==> src/rtl/lpa_result_serializer_pkg.sv <==
// Shared types and sizing helpers for the LPA result serializer.
//   lane_count : total parallel result lanes from PE and batch dimensions
//   idx_width  : width of the drain index (never below 1 bit)
//   state_t    : serializer FSM states
package lpa_result_serializer_pkg;

    typedef enum logic {
        COLLECT = 1'b0,
        DRAIN   = 1'b1
    } state_t;

    function automatic int unsigned lane_count(input int unsigned pe_i, input int unsigned batch);
        return pe_i * batch;
    endfunction

    function automatic int unsigned idx_width(input int unsigned n);
        return (n > 1) ? $clog2(n) : 1;
    endfunction

endpackage

==> src/rtl/lpa_lane_holding_reg.sv <==
// One-beat holding register for a single result lane.
//   clk, rst_n     : clock, async active-low reset
//   accept_en      : lane may accept a beat (serializer collecting)
//   clr            : drop the held beat after the group has drained
//   in_valid/in_ready_c and in_* : input beat and handshake
//   full, q_*      : occupancy flag and held beat fields
module lpa_lane_holding_reg #(
    parameter int unsigned DATA_WIDTH = 16,
    parameter int unsigned ID_WIDTH   = 1,
    parameter int unsigned DEST_WIDTH = 1,
    parameter int unsigned USER_WIDTH = 1
) (
    input  logic                  clk,
    input  logic                  rst_n,
    input  logic                  accept_en,
    input  logic                  clr,
    input  logic                  in_valid,
    output logic                  in_ready_c,
    input  logic [DATA_WIDTH-1:0] in_data,
    input  logic                  in_last,
    input  logic [ID_WIDTH-1:0]   in_id,
    input  logic [DEST_WIDTH-1:0] in_dest,
    input  logic [USER_WIDTH-1:0] in_user,
    output logic                  full,
    output logic [DATA_WIDTH-1:0] q_data,
    output logic                  q_last,
    output logic [ID_WIDTH-1:0]   q_id,
    output logic [DEST_WIDTH-1:0] q_dest,
    output logic [USER_WIDTH-1:0] q_user
);

    logic capture_c;

    assign in_ready_c = accept_en && !full;
    assign capture_c  = in_valid && in_ready_c;

    // Occupancy flag and captured fields
    always_ff @(posedge clk or negedge rst_n) begin : p_hold
        if (!rst_n) begin
            full   <= 1'b0;
            q_data <= '0;
            q_last <= 1'b0;
            q_id   <= '0;
            q_dest <= '0;
            q_user <= '0;
        end else begin
            if (clr) begin
                full <= 1'b0;
            end else if (capture_c) begin
                full <= 1'b1;
            end
            if (capture_c) begin
                q_data <= in_data;
                q_last <= in_last;
                q_id   <= in_id;
                q_dest <= in_dest;
                q_user <= in_user;
            end
        end
    end

endmodule

==> src/rtl/lpa_result_serializer.sv <==
// Collects one beat from each of the N parallel result lanes, then emits the
// group on a single AXI-Stream in ascending lane order.
//   clk, rst_n           : clock, async active-low reset
//   s_axis_d_*           : N parallel input lanes (lane k at slice k)
//   m_axis_*             : serialized output stream
//   err_clr              : clears the sticky tlast-alignment error
//   err_unaligned_last   : sticky, captured lanes disagreed on tlast
//   busy                 : any lane holds data or a group is draining
module lpa_result_serializer
    import lpa_result_serializer_pkg::*;
#(
    parameter int unsigned PE_NUMBER_I = 1,
    parameter int unsigned BATCH_SIZE  = 1,
    parameter int unsigned RSLT_WIDTH  = 16,
    parameter int unsigned ID_ENABLE   = 0,
    parameter int unsigned ID_WIDTH    = (ID_ENABLE != 0) ? 8 : 1,
    parameter int unsigned DEST_ENABLE = 0,
    parameter int unsigned DEST_WIDTH  = (DEST_ENABLE != 0) ? 8 : 1,
    parameter int unsigned USER_ENABLE = 0,
    parameter int unsigned USER_WIDTH  = (USER_ENABLE != 0) ? 8 : 1
) (
    input  logic                                          clk,
    input  logic                                          rst_n,
    input  logic [PE_NUMBER_I*BATCH_SIZE*RSLT_WIDTH-1:0]  s_axis_d_tdata,
    input  logic [PE_NUMBER_I*BATCH_SIZE-1:0]             s_axis_d_tvalid,
    output logic [PE_NUMBER_I*BATCH_SIZE-1:0]             s_axis_d_tready,
    input  logic [PE_NUMBER_I*BATCH_SIZE-1:0]             s_axis_d_tlast,
    input  logic [PE_NUMBER_I*BATCH_SIZE*ID_WIDTH-1:0]    s_axis_d_tid,
    input  logic [PE_NUMBER_I*BATCH_SIZE*DEST_WIDTH-1:0]  s_axis_d_tdest,
    input  logic [PE_NUMBER_I*BATCH_SIZE*USER_WIDTH-1:0]  s_axis_d_tuser,
    output logic [RSLT_WIDTH-1:0]                         m_axis_tdata,
    output logic                                          m_axis_tvalid,
    input  logic                                          m_axis_tready,
    output logic                                          m_axis_tlast,
    output logic [ID_WIDTH-1:0]                           m_axis_tid,
    output logic [DEST_WIDTH-1:0]                         m_axis_tdest,
    output logic [USER_WIDTH-1:0]                         m_axis_tuser,
    input  logic                                          err_clr,
    output logic                                          err_unaligned_last,
    output logic                                          busy
);

    localparam int unsigned N     = lane_count(PE_NUMBER_I, BATCH_SIZE);
    localparam int unsigned IDX_W = idx_width(N);
    localparam logic [IDX_W-1:0]      LAST_IDX  = IDX_W'(N - 1);
    localparam logic [ID_WIDTH-1:0]   ID_MASK   = {ID_WIDTH{ID_ENABLE != 0}};
    localparam logic [DEST_WIDTH-1:0] DEST_MASK = {DEST_WIDTH{DEST_ENABLE != 0}};
    localparam logic [USER_WIDTH-1:0] USER_MASK = {USER_WIDTH{USER_ENABLE != 0}};

    state_t           state_q, state_d;
    logic [IDX_W-1:0] idx_q, idx_d;
    logic             tvalid_d, tlast_d, err_d;
    logic             load_c, grp_clr_c, collect_en_c;
    logic [IDX_W-1:0] ld_idx_c;

    logic [N-1:0]          lane_full;
    logic [N-1:0]          lane_last;
    logic [RSLT_WIDTH-1:0] lane_data [N];
    logic [ID_WIDTH-1:0]   lane_id   [N];
    logic [DEST_WIDTH-1:0] lane_dest [N];
    logic [USER_WIDTH-1:0] lane_user [N];

    logic [RSLT_WIDTH-1:0] sel_data;
    logic [ID_WIDTH-1:0]   sel_id;
    logic [DEST_WIDTH-1:0] sel_dest;
    logic [USER_WIDTH-1:0] sel_user;

    logic all_full, all_last, any_last;

    // Lanes accept only while collecting; rst_n keeps tready low during reset
    assign collect_en_c = rst_n && (state_q == COLLECT);
    assign all_full     = &lane_full;
    assign all_last     = &lane_last;
    assign any_last     = |lane_last;
    assign busy         = (|lane_full) || (state_q == DRAIN);

    // Per-lane holding registers
    for (genvar k = 0; k < N; k++) begin : g_lane
        lpa_lane_holding_reg #(
            .DATA_WIDTH (RSLT_WIDTH),
            .ID_WIDTH   (ID_WIDTH),
            .DEST_WIDTH (DEST_WIDTH),
            .USER_WIDTH (USER_WIDTH)
        ) u_lane (
            .clk        (clk),
            .rst_n      (rst_n),
            .accept_en  (collect_en_c),
            .clr        (grp_clr_c),
            .in_valid   (s_axis_d_tvalid[k]),
            .in_ready_c (s_axis_d_tready[k]),
            .in_data    (s_axis_d_tdata[k*RSLT_WIDTH +: RSLT_WIDTH]),
            .in_last    (s_axis_d_tlast[k]),
            .in_id      (s_axis_d_tid[k*ID_WIDTH +: ID_WIDTH]),
            .in_dest    (s_axis_d_tdest[k*DEST_WIDTH +: DEST_WIDTH]),
            .in_user    (s_axis_d_tuser[k*USER_WIDTH +: USER_WIDTH]),
            .full       (lane_full[k]),
            .q_data     (lane_data[k]),
            .q_last     (lane_last[k]),
            .q_id       (lane_id[k]),
            .q_dest     (lane_dest[k]),
            .q_user     (lane_user[k])
        );
    end

    // Select the lane that will be presented on the next output beat
    always_comb begin : p_lane_mux
        sel_data = '0;
        sel_id   = '0;
        sel_dest = '0;
        sel_user = '0;
        for (int k = 0; k < int'(N); k++) begin
            if (ld_idx_c == IDX_W'(k)) begin
                sel_data = lane_data[k];
                sel_id   = lane_id[k];
                sel_dest = lane_dest[k];
                sel_user = lane_user[k];
            end
        end
    end

    // Next-state and output-register control
    always_comb begin : p_fsm_comb
        state_d   = state_q;
        idx_d     = idx_q;
        tvalid_d  = m_axis_tvalid;
        tlast_d   = m_axis_tlast;
        err_d     = err_unaligned_last && !err_clr;
        load_c    = 1'b0;
        grp_clr_c = 1'b0;
        ld_idx_c  = idx_q;
        unique case (state_q)
            COLLECT: begin
                if (all_full) begin
                    state_d  = DRAIN;
                    idx_d    = '0;
                    tvalid_d = 1'b1;
                    load_c   = 1'b1;
                    ld_idx_c = '0;
                    tlast_d  = (LAST_IDX == '0) && all_last;
                    // Mixed tlast across lanes; setting beats a coincident clear
                    if (any_last && !all_last) begin
                        err_d = 1'b1;
                    end
                end
            end
            DRAIN: begin
                if (m_axis_tready) begin
                    if (idx_q == LAST_IDX) begin
                        state_d   = COLLECT;
                        idx_d     = '0;
                        tvalid_d  = 1'b0;
                        tlast_d   = 1'b0;
                        grp_clr_c = 1'b1;
                    end else begin
                        idx_d    = idx_q + IDX_W'(1);
                        load_c   = 1'b1;
                        ld_idx_c = idx_q + IDX_W'(1);
                        tlast_d  = ((idx_q + IDX_W'(1)) == LAST_IDX) && all_last;
                    end
                end
            end
            default: begin
                state_d = COLLECT;
            end
        endcase
    end

    // State, index, handshake and error registers
    always_ff @(posedge clk or negedge rst_n) begin : p_fsm_reg
        if (!rst_n) begin
            state_q            <= COLLECT;
            idx_q              <= '0;
            m_axis_tvalid      <= 1'b0;
            m_axis_tlast       <= 1'b0;
            err_unaligned_last <= 1'b0;
        end else begin
            state_q            <= state_d;
            idx_q              <= idx_d;
            m_axis_tvalid      <= tvalid_d;
            m_axis_tlast       <= tlast_d;
            err_unaligned_last <= err_d;
        end
    end

    // Output payload; disabled sideband fields are forced to zero
    always_ff @(posedge clk or negedge rst_n) begin : p_out_fields
        if (!rst_n) begin
            m_axis_tdata <= '0;
            m_axis_tid   <= '0;
            m_axis_tdest <= '0;
            m_axis_tuser <= '0;
        end else if (load_c) begin
            m_axis_tdata <= sel_data;
            m_axis_tid   <= sel_id & ID_MASK;
            m_axis_tdest <= sel_dest & DEST_MASK;
            m_axis_tuser <= sel_user & USER_MASK;
        end
    end

endmodule

==> config.mk <==
export PLATFORM = sky130hd
export DESIGN_NAME = lpa_result_serializer
export DESIGN_NICKNAME = d
export VERILOG_FILES = /design/src/rtl/lpa_result_serializer_pkg.sv /design/src/rtl/lpa_lane_holding_reg.sv /design/src/rtl/lpa_result_serializer.sv
export SDC_FILE = /design/constraint.sdc
export NUM_CORES = 1
export LEC_CHECK = 0
export CAP_MARGIN = 20
export CORE_MARGIN = 2
export CORE_UTILIZATION = 45
export CTS_CLUSTER_DIAMETER = 150
export DETAILED_ROUTE_END_ITERATION = 10
export PLACE_DENSITY = 0.78
export SYNTH_ARGS = -nofsm -noshare
export SYNTH_HDL_FRONTEND = slang
export SYNTH_SLANG_ARGS = --single-unit
==> constraint.sdc <==
create_clock -name clk -period 2.2 [get_ports clk]
set_clock_uncertainty 0.05 [all_clocks]
set_input_delay 0.33 -clock clk [delete_from_list [all_inputs] [get_ports clk]]
set_output_delay 0.33 -clock clk [all_outputs]
set_load 0.05 [all_outputs]
**Word level (Yosys, flattened, before mapping)**

Cells that the tools add are included.

- $add $sub $neg: 1
- Equality and inequality tests: 3
- Mux-type cells: 24
- Bitwise operators: 2
- Reduce and logical (&&, ||, !) cells: 11

Operators by type and width:

| cell | number |
|---|---|
| 1-bit 2-to-1 mux | 18 |
| 16-bit 2-to-1 mux | 1 |
| 1-bit one-hot mux with 2 select lines | 5 |
| 1-bit logical AND | 5 |
| 2-bit inequality test, second input constant | 2 |
| 3-bit AND reduction | 1 |
| 1-bit zero test | 2 |
| 2-bit by 1-bit inequality test with 1-bit output, second input constant | 1 |
| 1-bit inverter | 2 |
| 2-bit AND reduction | 1 |
| 2-bit nonzero test | 1 |
| 1-bit adder, second input constant | 1 |
| 1-bit logical OR | 1 |

- Flip-flop bits (word level): 39
- Bits of input ports: 25
- Output and inout port bits: 24
- Logic and storage cells: 50

**Depth between registers and ports, before layout**

- Depth in word-level cells: 6
- Gate-level depth with buffers: 6
- Depth with buffers taken out: 3

**Modules after synthesis**

A second synthesis with hierarchy kept.

- Cells, all modules: 109
- Area total of the unflattened synthesis: 1,786.7 um^2

Modules (own cells, without submodules):

| module | times used | cells each | area an instance (um^2) | sequential area each (um^2) |
|---|---|---|---|---|
| lpa_result_serializer | 1 | 62 | 903.4 | 525.5 |
| lpa_lane_holding_reg | 1 | 47 | 883.3 | 525.5 |

**Worst setup path before layout**

OpenSTA, ideal clock, no wires.

- Path kind: register -> register
- Start: register state_q
- End: register g_lane[0].u_lane.q_data[0]
- Library setup time: 125 ps
- Arrival: 1,375 ps
- Data required time: 2,025 ps
- Path slack: 650 ps
- Stages on the path, launching flop included: 7
- Buffers on the path: 3
- Period minus slack after synthesis: 1,550 ps
- Path through: dfrtp_1 buf_2 nor2_2 and3_4 buf_6 buf_8 mux2_4

- Cells in the longest elaborated chain, start to end: 4

Ends and longest elaborated chain:

| element | RTL line | source |
|---|---|---|
| start, declared | lpa_result_serializer.sv:50 | `state_t state_q, state_d;` |
| start signal, assigned | lpa_result_serializer.sv:177 | `state_q <= state_d;` |
| 1-bit inverter | -- |  |
| 1-bit logical AND | lpa_result_serializer.sv:71 | `assign collect_en_c = rst_n && (state_q == COLLECT);` |
| 1-bit logical AND | lpa_lane_holding_reg.sv:34 | `assign in_ready_c = accept_en && !full;` |
| 1-bit logical AND | lpa_lane_holding_reg.sv:35 | `assign capture_c = in_valid && in_ready_c;` |
| end signal, assigned | lpa_lane_holding_reg.sv:53 | `q_data <= in_data;` |
| end, declared | lpa_lane_holding_reg.sv:25 | `output logic [DATA_WIDTH-1:0] q_data,` |

Every way passes these cells.
A chain may end at the register's enable or synchronous reset.

**Worst setup path in the final report**

- Start: register m_axis_tvalid
- End: output port m_axis_tvalid

RTL lines:

| element | RTL line | source |
|---|---|---|
| start, declared | lpa_result_serializer.sv:32 | `output logic m_axis_tvalid,` |
| start signal, assigned | lpa_result_serializer.sv:179 | `m_axis_tvalid <= tvalid_d;` |

No word-level cell between the ends.

==> flow_summary.json <==
{
  "wl_per_cell_um": 14.57,
  "worst_pin_slew_ns": 0.5193,
  "critical_path_buf_inv_count": 1,
  "slew_headroom_pct": 65.27,
  "timing.setup.tns_ns": 0,
  "place_hpwl_um": 2065,
  "power_w": 0.003385,
  "drv_slew": 0,
  "path_max_fanout": 3,
  "synth_most_common_cell": "dfrtp_1",
  "internal_power_w": 0.001967,
  "htree_num_levels": 2,
  "yosysSeqAreaShare_pct": 61.66,
  "drt-initial-drc-count": 10,
  "route.detailed.drc": 0,
  "grt_first_pass_wirelength_um": 5064,
  "period_minus_slack_ns": 1.956,
  "synth_flop_cell": "dfrtp_1",
  "clock_sinks": 39,
  "path_clk_slew_ns": 0.11,
  "rsz0062_at_grt": "false",
  "slowest_stage": "clkdlybuf4s50_1",
  "cts_tree": "done",
  "cts-buffers-inserted": 5,
  "io_pins": 49,
  "synth_cell_types": 22,
  "critical_path.startpoint_type": "flip-flop",
  "hold_class": "input port to async pin",
  "ir_drop_v": 0.0006987,
  "die_y_um": 63.31,
  "required_ns": 1.82,
  "fmax_mhz": 511.1,
  "num_vias": 960,
  "setup_viol_count_final": 0,
  "pwr-share-seq_pct": 37.7,
  "crit_chain": "clkdlybuf4s50_1",
  "die-area_mm2": 0.004008,
  "dieWidth_um": 63.31,
  "synthCells": 103,
  "p_per_area_mw_per_mm2": 1620,
  "synthArstFlopShare_pct": 100.0,
  "netSwitchingFraction_pct": 41.91,
  "cts_root_buf": "clkbuf_4",
  "start_util_pct": 47.06,
  "p_sw_w": 0.001419,
  "slowest_delay_ns": 0.83,
  "grt_antenna_before_repair": 0,
  "gr-total-overflow": 0,
  "p_leak_nw": 0.9141,
  "ant_nets": 0,
  "place_congestion": 0.7220,
  "cp_top_family": "buffers and inverters",
  "hold_buffers": 0,
  "hold_viol_final": 0,
  "grt_max_degree": 41,
  "cts_buffer_depth": 2,
  "area_growth_pct": 32.02,
  "end_kind": "output port",
  "p_comb_share_pct": 52.0,
  "syn_area_per_cell_um2": 15.37,
  "ys_warn_count": 0,
  "syn_area_mm2": 0.001583,
  "core_mm2": 0.003363,
  "nets": 175,
  "portBuffers": 42,
  "routed_via_density": 4.873,
  "synth_edf_count": 0,
  "status": "finished, final reports clean",
  "pwr-share-clk_pct": 10.3,
  "critPathArrivalTime_ns": 1.58,
  "yosysTopAreaCellShare_pct": 61.66,
  "drtPass1Iterations": 4,
  "synth_area_leader_cell": "dfrtp_1",
  "drive_gt1_share_pct": 32.45,
  "rows": 21,
  "grt_usage_pct": 16.58,
  "yosys-top-cells-count": "39 x dfrtp_1, 23 x mux2_2, 10 x mux2_4",
  "grt_pass1_vias": 1029,
  "wl_um": 2870,
  "critical_path_class": "flip-flop to output port",
  "ys_seq_elements": 39,
  "fin_crit_sh_pct": 88.93,
  "antennaDiodeCount": 0,
  "drv_cap": 0,
  "insertion_delay_ns": 0.35,
  "synth_area_leaders": "dfrtp_1 62%, mux2_2 16%, mux2_4 9.5%"
}
==> cell families after synthesis <==
family	after synthesis	share of synthesized area (%)
AO/OA/AOI/OAI	8	3.083
multiplexers	33	25.85
flip-flops	39	61.66
other	1	0.2369
buffers and inverters	9	4.347
AND/OR/NAND/NOR	13	4.823
==> timing repair <==
item	in CTS	in global routing
setup endpoints to repair	0	1
gates resized for setup	0	1
buffers inserted	0	0
==> layout by cell type (no fill, tap or decap), drive strengths merged, types with 2 or more instances in the layout <==
master,count
a31oi,2
dfrtp,39
and3,2
nor2b,3
nand2,3
inv,2
nor2,2
nand2b,2
mux2,33
clkbuf,5
buf,5
a21oi,3
clkdlybuf4s50,39
conb,3
o21ai,2
clkinv,3
==> per-stage QoR <==
step | cells | area, um2 | util, % | hold WS (ns) | worst slack, ns
floorplan | 105 | 1590 | - | -0.01559 | 0.6499
global placement | 189 | 2034 | 60.49 | 0.3827 | 0.3335
detailed placement | 189 | 2034 | 60.49 | 0.4050 | 0.2654
CTS | 197 | 2087 | 62.05 | 0.007445 | 0.02058
global route | 197 | 2090 | 62.13 | 0.03679 | 0.1834
finish | 197 | 2090 | 62.13 | 0.005146 | 0.2436
==> area by class of cell <==
cell class                      count  area [um2]
Clock buffer                        5       37.54
Inverter                            2       7.507
Timing Repair Buffer               45       450.4
Multi-Input combinational cell     57       545.5
Sequential cell                    39       975.9
Tap cell                           46       57.56
Clock inverter                      3       15.01
Fill cell                         283        1274
==> path summary, 6_finish.rpt <==
kind,from,endpoint,slack [ns],cells past startpoint
worst max register to register,state_q$_DFF_PN0_,g_lane[0].u_lane.q_data[15]$_DFFE_PN0P_,0.56,3
worst min register to register,g_lane[0].u_lane.q_data[13]$_DFFE_PN0P_,g_lane[0].u_lane.q_data[13]$_DFFE_PN0P_,0.47,1
worst max-delay path,m_axis_tvalid$_DFFE_PN0P_,m_axis_tvalid,0.24,1
max in group asynchronous,rst_n,m_axis_tdata[14]$_DFFE_PN0P_,1.75,2
worst min-delay path,rst_n,m_axis_tdata[3]$_DFFE_PN0P_,0.005,2
min in group clk,g_lane[0].u_lane.q_data[13]$_DFFE_PN0P_,g_lane[0].u_lane.q_data[13]$_DFFE_PN0P_,0.47,1
==> power by group through the flow <==
stage,Combinational (W),Sequential [W],Clock (W)
2_1_floorplan,0.000691,0.00181,0
3_3_place_gp,0.00174,0.00126,0
3_5_place_dp,0.00178,0.00129,0
4_1_cts,0.00178,0.00128,0.000364
5_1_grt,0.00185,0.00133,0.000401
6_report,0.00176,0.00128,0.000349
==> routing by layer <==
metal  global-route usage [%]  up-vias  wire (um)
met5                        0        -          0
met4                    5.707        0         46
met3                    6.607        6        211
met2                    25.93       29       1415
met1                    21.05      480       1196
li1                         -      445          -
==> state kept, by name, summed over array words and instances (netlist names) <==
register              count
g_lane.u_lane.full        1
idx_q                     1
err_unaligned_last        1
m_axis_tdata             16
state_q                   1
g_lane.u_lane.q_data     16
m_axis_tvalid             1
g_lane.u_lane.q_last      1
m_axis_tlast              1
(Power assumes the default switching activity.)
